`src/rtl/ula_arbiter_if.sv`:
```
// Bundle of the two requester channels, the response channel and the shared ULA port.
// The arbiter takes the slave view; the requesters, consumer and ULA take the master view.
interface ula_arbiter_if;
  logic        req0_valid, req0_ready;
  logic [7:0]  req0_a, req0_b;
  logic [3:0]  req0_op;
  logic        req1_valid, req1_ready;
  logic [7:0]  req1_a, req1_b;
  logic [3:0]  req1_op;
  logic        rsp_valid, rsp_ready, rsp_id;
  logic [15:0] rsp_result;
  logic        rsp_zero, rsp_sign, rsp_illegal;
  logic [7:0]  ula_a, ula_b;
  logic [3:0]  ula_sel;
  logic [15:0] ula_result;
  logic        ula_zero, ula_sign;
  logic        busy;

  modport slave (
    input  req0_valid, req0_a, req0_b, req0_op,
    input  req1_valid, req1_a, req1_b, req1_op,
    input  rsp_ready, ula_result, ula_zero, ula_sign,
    output req0_ready, req1_ready,
    output rsp_valid, rsp_id, rsp_result, rsp_zero, rsp_sign, rsp_illegal,
    output ula_a, ula_b, ula_sel, busy
  );

  modport master (
    output req0_valid, req0_a, req0_b, req0_op,
    output req1_valid, req1_a, req1_b, req1_op,
    output rsp_ready, ula_result, ula_zero, ula_sign,
    input  req0_ready, req1_ready,
    input  rsp_valid, rsp_id, rsp_result, rsp_zero, rsp_sign, rsp_illegal,
    input  ula_a, ula_b, ula_sel, busy
  );
endinterface

```
`src/rtl/ula_arbiter.sv`:
```
// Two-requester round-robin arbiter in front of a shared multi-cycle ULA.
// One operation in flight at a time: grant, hold operands for EXEC_CYCLES, capture, respond.
module ula_arbiter #(
  parameter int EXEC_CYCLES = 1
) (
  input  logic         clk,
  input  logic         rst,
  ula_arbiter_if.slave bus
);
  typedef enum logic [1:0] {IDLE, EXEC, RESP} state_t;

  localparam logic [3:0] LAST = 4'(EXEC_CYCLES - 1);

  state_t      state;
  logic        ptr;
  logic [3:0]  cnt;
  logic        cur_id;
  logic        rsp_valid_q, rsp_id_q, rsp_zero_q, rsp_sign_q, rsp_illegal_q;
  logic [15:0] rsp_result_q;
  logic [7:0]  ula_a_q, ula_b_q;
  logic [3:0]  ula_sel_q;

  logic [1:0]       vld;
  logic [1:0][7:0]  a_in, b_in;
  logic [1:0][3:0]  op_in;
  logic [1:0]       rdy;
  logic             gnt_id;

  assign vld   = {bus.req1_valid, bus.req0_valid};
  assign a_in  = {bus.req1_a,  bus.req0_a};
  assign b_in  = {bus.req1_b,  bus.req0_b};
  assign op_in = {bus.req1_op, bus.req0_op};

  // Pointer only matters on contention; a lone requester always wins.
  assign gnt_id = (&vld) ? ptr : vld[1];

  always_comb begin
    rdy = '0;
    if (!rst && state == IDLE && |vld) rdy[gnt_id] = 1'b1;
  end

  always_ff @(posedge clk or posedge rst) begin
    if (rst) begin
      state         <= IDLE;
      ptr           <= 1'b0;
      cnt           <= '0;
      cur_id        <= 1'b0;
      rsp_valid_q   <= 1'b0;
      rsp_id_q      <= 1'b0;
      rsp_result_q  <= '0;
      rsp_zero_q    <= 1'b0;
      rsp_sign_q    <= 1'b0;
      rsp_illegal_q <= 1'b0;
      ula_a_q       <= '0;
      ula_b_q       <= '0;
      ula_sel_q     <= '0;
    end else begin
      case (state)
        IDLE: if (|vld) begin
          ula_a_q   <= a_in[gnt_id];
          ula_b_q   <= b_in[gnt_id];
          ula_sel_q <= op_in[gnt_id];
          ptr       <= ~gnt_id;
          cur_id    <= gnt_id;
          // Codes 12..15 have no ULA function: answer immediately without executing.
          if (op_in[gnt_id] >= 4'd12) begin
            rsp_valid_q   <= 1'b1;
            rsp_id_q      <= gnt_id;
            rsp_result_q  <= '0;
            rsp_zero_q    <= 1'b0;
            rsp_sign_q    <= 1'b0;
            rsp_illegal_q <= 1'b1;
            state         <= RESP;
          end else begin
            cnt   <= '0;
            state <= EXEC;
          end
        end
        EXEC: begin
          if (cnt == LAST) begin
            rsp_valid_q   <= 1'b1;
            rsp_id_q      <= cur_id;
            rsp_result_q  <= bus.ula_result;
            rsp_zero_q    <= bus.ula_zero;
            rsp_sign_q    <= bus.ula_sign;
            rsp_illegal_q <= 1'b0;
            cnt           <= '0;
            state         <= RESP;
          end else begin
            cnt <= cnt + 4'd1;
          end
        end
        RESP: if (bus.rsp_ready) begin
          rsp_valid_q <= 1'b0;
          state       <= IDLE;
        end
        default: state <= IDLE;
      endcase
    end
  end

  assign bus.req0_ready  = rdy[0];
  assign bus.req1_ready  = rdy[1];
  assign bus.rsp_valid   = rsp_valid_q;
  assign bus.rsp_id      = rsp_id_q;
  assign bus.rsp_result  = rsp_result_q;
  assign bus.rsp_zero    = rsp_zero_q;
  assign bus.rsp_sign    = rsp_sign_q;
  assign bus.rsp_illegal = rsp_illegal_q;
  assign bus.ula_a       = ula_a_q;
  assign bus.ula_b       = ula_b_q;
  assign bus.ula_sel     = ula_sel_q;
  assign bus.busy        = (state != IDLE);
endmodule
```
`src/flat_wrapper.sv`:
```
// flat-port wrapper written by rule: the top's interface ports become plain ports
module ula_arbiter_flat 
#(
  parameter int EXEC_CYCLES = 1
)
  (clk, rst, bus_req0_valid, bus_req0_a, bus_req0_b, bus_req0_op, bus_req1_valid, bus_req1_a, bus_req1_b, bus_req1_op, bus_rsp_ready, bus_ula_result, bus_ula_zero, bus_ula_sign, bus_req0_ready, bus_req1_ready, bus_rsp_valid, bus_rsp_id, bus_rsp_result, bus_rsp_zero, bus_rsp_sign, bus_rsp_illegal, bus_ula_a, bus_ula_b, bus_ula_sel, bus_busy);
  ula_arbiter_if bus_i ();
  input  logic clk;
  input  logic rst;
  input wire logic [$bits(bus_i.req0_valid)-1:0] bus_req0_valid;
  input wire logic [$bits(bus_i.req0_a)-1:0] bus_req0_a;
  input wire logic [$bits(bus_i.req0_b)-1:0] bus_req0_b;
  input wire logic [$bits(bus_i.req0_op)-1:0] bus_req0_op;
  input wire logic [$bits(bus_i.req1_valid)-1:0] bus_req1_valid;
  input wire logic [$bits(bus_i.req1_a)-1:0] bus_req1_a;
  input wire logic [$bits(bus_i.req1_b)-1:0] bus_req1_b;
  input wire logic [$bits(bus_i.req1_op)-1:0] bus_req1_op;
  input wire logic [$bits(bus_i.rsp_ready)-1:0] bus_rsp_ready;
  input wire logic [$bits(bus_i.ula_result)-1:0] bus_ula_result;
  input wire logic [$bits(bus_i.ula_zero)-1:0] bus_ula_zero;
  input wire logic [$bits(bus_i.ula_sign)-1:0] bus_ula_sign;
  output wire logic [$bits(bus_i.req0_ready)-1:0] bus_req0_ready;
  output wire logic [$bits(bus_i.req1_ready)-1:0] bus_req1_ready;
  output wire logic [$bits(bus_i.rsp_valid)-1:0] bus_rsp_valid;
  output wire logic [$bits(bus_i.rsp_id)-1:0] bus_rsp_id;
  output wire logic [$bits(bus_i.rsp_result)-1:0] bus_rsp_result;
  output wire logic [$bits(bus_i.rsp_zero)-1:0] bus_rsp_zero;
  output wire logic [$bits(bus_i.rsp_sign)-1:0] bus_rsp_sign;
  output wire logic [$bits(bus_i.rsp_illegal)-1:0] bus_rsp_illegal;
  output wire logic [$bits(bus_i.ula_a)-1:0] bus_ula_a;
  output wire logic [$bits(bus_i.ula_b)-1:0] bus_ula_b;
  output wire logic [$bits(bus_i.ula_sel)-1:0] bus_ula_sel;
  output wire logic [$bits(bus_i.busy)-1:0] bus_busy;
  assign bus_i.req0_valid = bus_req0_valid;
  assign bus_i.req0_a = bus_req0_a;
  assign bus_i.req0_b = bus_req0_b;
  assign bus_i.req0_op = bus_req0_op;
  assign bus_i.req1_valid = bus_req1_valid;
  assign bus_i.req1_a = bus_req1_a;
  assign bus_i.req1_b = bus_req1_b;
  assign bus_i.req1_op = bus_req1_op;
  assign bus_i.rsp_ready = bus_rsp_ready;
  assign bus_i.ula_result = bus_ula_result;
  assign bus_i.ula_zero = bus_ula_zero;
  assign bus_i.ula_sign = bus_ula_sign;
  assign bus_req0_ready = bus_i.req0_ready;
  assign bus_req1_ready = bus_i.req1_ready;
  assign bus_rsp_valid = bus_i.rsp_valid;
  assign bus_rsp_id = bus_i.rsp_id;
  assign bus_rsp_result = bus_i.rsp_result;
  assign bus_rsp_zero = bus_i.rsp_zero;
  assign bus_rsp_sign = bus_i.rsp_sign;
  assign bus_rsp_illegal = bus_i.rsp_illegal;
  assign bus_ula_a = bus_i.ula_a;
  assign bus_ula_b = bus_i.ula_b;
  assign bus_ula_sel = bus_i.ula_sel;
  assign bus_busy = bus_i.busy;
  ula_arbiter #(.EXEC_CYCLES(EXEC_CYCLES)) u_core (.clk(clk), .rst(rst), .bus(bus_i));
endmodule
```
`config.mk`:
```
export PLATFORM = sky130hd
export DESIGN_NAME = ula_arbiter_flat
export DESIGN_NICKNAME = d
export VERILOG_FILES = /design/src/rtl/ula_arbiter_if.sv /design/src/rtl/ula_arbiter.sv /design/src/flat_wrapper.sv
export SDC_FILE = /design/constraint.sdc
export NUM_CORES = 1
export LEC_CHECK = 0
export CAP_MARGIN = 20
export CORE_ASPECT_RATIO = 0.8
export CORE_MARGIN = 10
export CORE_UTILIZATION = 40
export DETAILED_ROUTE_END_ITERATION = 6
export GPL_TIMING_DRIVEN = 0
export PLACE_DENSITY = 0.8
export SLEW_MARGIN = 25
export SYNTH_ARGS = -nofsm -noshare
export SYNTH_HDL_FRONTEND = slang
export SYNTH_SLANG_ARGS = --single-unit
```
`constraint.sdc`:
```
create_clock -name clk -period 3.25 [get_ports clk]
set_input_delay 0.8125 -clock clk [delete_from_list [all_inputs] [get_ports clk]]
set_output_delay 0.8125 -clock clk [all_outputs]
set_load 0.03 [all_outputs]
```
==> metrics.md <==
| Metric | Value |
|---|---|
| Post-layout min period | `~3.2 ns` |
| Final RePlAce weighted congestion | `between 0.7 and 0.8` |
| Crit end category | `output port` |
| Count of state elements after synthesis | `49` |
| Synth area leader | `dfrtp_1` |
| Synth top area share | `57.14%` |
| FF-to-FF setup slack | `between 1 and 1.5 ns` |
| Distinct cell type count after synthesis | `36` |
| Crit-path cells | `clkdlybuf4s50_1, nand2b_2, nand2_1, and3_1, clkdlybuf4s15_1` |
| Count of final max-slew check failures | `0` |
| Rows | `23` |
| Final Hold Viols | `0` |
| Antenna Nets Post-Route | `0` |
| Count leader, synth | `dfrtp_1` |
| CP max-delay cell | `clkdlybuf4s50_1` |
| Pin count of the biggest net entering global routing | `32` |
| Post-synthesis mux area share | `1.633%` |
| Via density per instance | `approximately 5.3` |
| Area Growth Syn to Fin | `59.77%` |
| Global-route wire length before repair | `about 10000 µm` |
| Status | `finished clean` |
| Final clock skew | `roughly 0.007 ns` |
| PD cells | `around 1000 nW/µm²` |
| Final period util | `97.15%` |
| Largest cells by area after synthesis | `dfrtp_1, a221o_1, a22o_2` |
| # DRC | `0` |
| Pre-CTS WS | `-0.3797 ns` |
| Vias | `1,843` |
| Net count reported at finish | `351` |
| Worst relative slew slack | `70.71%` |
| I/O pins | `107` |
| Die width | `101.9 µm` |
| Peak VDD IR | `555.9 µV` |
| Adder-cell share of the synthesized area | `approximately 1.2%` |
| Top cells by count, synth | `dfrtp_1, a221o_1, and2_1` |
| Clock buffer depth | `2` |
| EDFF count, synth | `0` |
| Antenna diode count | `0` |
| Final core utilization | `about two thirds` |
| Wire per inst | `17.79 µm` |
| Syn Std Cell Area | `2146 µm²` |
| Complex-gate fraction of the synthesized area | `24.20%` |
| Final Routed Wirelength | `6208 µm` |
| Die height | `85.51 µm` |
| Layout cells sized above 1 | `14.98%` |
| Clk sink count | `49` |
| P_leak | `1.499 nW` |
| Critical Path Max Stage Delay | `0.59 ns` |
| Final setup violation count | `0` |
| Synth warn | `0` |
| Asr flop ratio synth | `100.0%` |
| Worst hold slack | `0.4913 ns` |
| CTS tree | `yes` |
| Antenna violations before repair | `0` |
| RSZ-0062 raised after global routing | `no` |
| # fillers | `381` |
| Starting Density | `around 42%` |
| Clock Latency Late Sink | `approximately 0.29 ns` |
| Sequential share of the synthesized area | `between 50% and 60%` |
| Max-cap violations | `0` |
| F_max | `316.7 MHz` |
| Crit Path Class | `in -> out` |
| Worst Path Max Fanout | `6` |
| CP Launch Type | `primary input` |
| Top_reg_cell synth | `dfrtp_1` |
| Root buffer cell | `clkbuf_8` |
| Die footprint | `about 8700 µm²` |
| DRT iter0 DRCs | `between 50 and 60` |
| Syn Area/Cell | `12.40 µm²` |
| Min-Delay Path Class | `reg -> reg` |
| Post-Syn Nets | `around 240` |
| Crit path required time | `2.44 ns` |
| CTS buffer count | `5` |
| Core ar. | `5094 µm²` |
| GRT Overall Usage | `13.99%` |
| DP HPWL | `4912 µm` |
| Actual slew at the worst max-slew pin | `0.4393 ns` |
| GR Overflow Total | `0` |
| Clock slew at reported path FFs | `0.08 ns` |
| Cell count after synthesis | `173` |
| Worst EP arrival | `2.35 ns` |
| DRT Pass-1 Iters | `4` |
| Vias in the first global route | `1,995` |
| Largest family of logic cells by synthesized area | `compound AO/OA/AOI/OAI gates` |
| Worst setup margin | `approximately 0.092 ns` |
| Port bufs | `~110` |
| XOR/XNOR Fraction of Synth Area | `0%` |
| Simple-Gate Fraction of Synth Area | `12.30%` |
| H-Tree Level Count | `2` |
[power breakdown]
group,switching [mW],internal [mW],total (mW)
logic,1.03,0.903,1.93
registers,0.168,0.889,1.06
clock network,0.194,0.250,0.444
[what timing repair did]
| item | CTS | global route |
|---|---|---|
| resized for setup | 5 | 4 |
| setup endpoints to repair | 2 | 2 |
| hold buffers | 0 | 0 |
| setup buffers | 0 | 0 |
[sequential cells by signal (all words and copies together) (netlist names)]
name and cells:
u_core.bus.rsp_result 16, u_core.bus.rsp_sign 1, u_core.bus.rsp_valid 1, u_core.bus.rsp_zero 1, u_core.bus.ula_b 8, u_core.state 2, u_core.ptr 1, u_core.bus.rsp_illegal 1
u_core.bus.rsp_id 1, u_core.bus.ula_a 8, u_core.bus.ula_sel 4, u_core.cnt 4, u_core.cur_id 1
[cells in the final DEF, fill, tap and decap left out, types with 4 or more instances in the layout]
master / netlist / routed
clkdlybuf4s50_1: 0 / 103
dfrtp_1: 49 / 49
and2_1: 18 / 18
a221o_1: 18 / 18
a22o_2: 17 / 17
nand2_1: 8 / 8
nor2_1: 7 / 7
o21ai_0: 7 / 7
clkbuf_8: 0 / 6
inv_1: 6 / 5
a21oi_1: 4 / 4
[metal layers]
metal / up-vias / track usage (%) / share of wire (%)
met5: - / 0 / 0
met4: 0 / 2.813 / 0.76
met3: 4 / 8.420 / 13
met2: 85 / 21.28 / 43
met1: 885 / 16.71 / 43
li1: 869 / - / -
[logic make-up after synthesis]
logic type                 count (synthesis)
DFF                                       49
muxes                                      3
AOI/OAI and AO/OA                         57
adders and majority gates                  2
buffers and inverters                     15
and+or+nand+nor                           47
[cell type report]
| type | instances | area [µm²] | share of cell area (%) |
|---|---|---|---|
| Sequential cell | 49 | 1226 | 35.77 |
| Timing Repair Buffer | 106 | 1074 | 31.31 |
| Multi-Input combinational cell | 109 | 850.8 | 24.82 |
| Clock buffer | 6 | 82.58 | 2.409 |
| Tap cell | 62 | 77.57 | 2.263 |
| Buffer | 9 | 55.05 | 1.606 |
| Clock inverter | 2 | 37.54 | 1.095 |
| Inverter | 6 | 25.02 | 0.7299 |
[critical path, delay by kind of cell]
kind                   cells  cell delay (ns)
and+or+nand+nor            3             0.56
buffers and inverters      2             0.96
[path summary, 6_finish.rpt]
path | startpoint | end | depth (start not counted)
hold reg to reg | u_core.bus.ula_sel[2] | u_core.bus.ula_sel[2] | 2
hold / removal | u_core.bus.ula_sel[2] | u_core.bus.ula_sel[2] | 2
setup / recovery | bus_req0_valid | bus_req0_ready | 5
max in group asynchronous | rst | u_core.bus.rsp_result[0] | 3
min in group asynchronous | rst | u_core.ptr | 2
setup reg to reg | u_core.cnt[0] | u_core.bus.rsp_result[0] | 6
[metrics by stage]
stage / area, µm² / TNS, ns / std cells / power [mW]
CTS: 3431 / 0 / 349 / 3.477
global route: 3428 / 0 / 349 / 3.642
global placement: 3274 / -1.598 / 340 / 2.971
detailed placement: 3302 / -0.6927 / 341 / 3.010
finish: 3428 / 0 / 349 / 3.434
floorplan: 2146 / 0 / 173 / 2.238
Note: power is estimated with default switching activity, not from simulation.
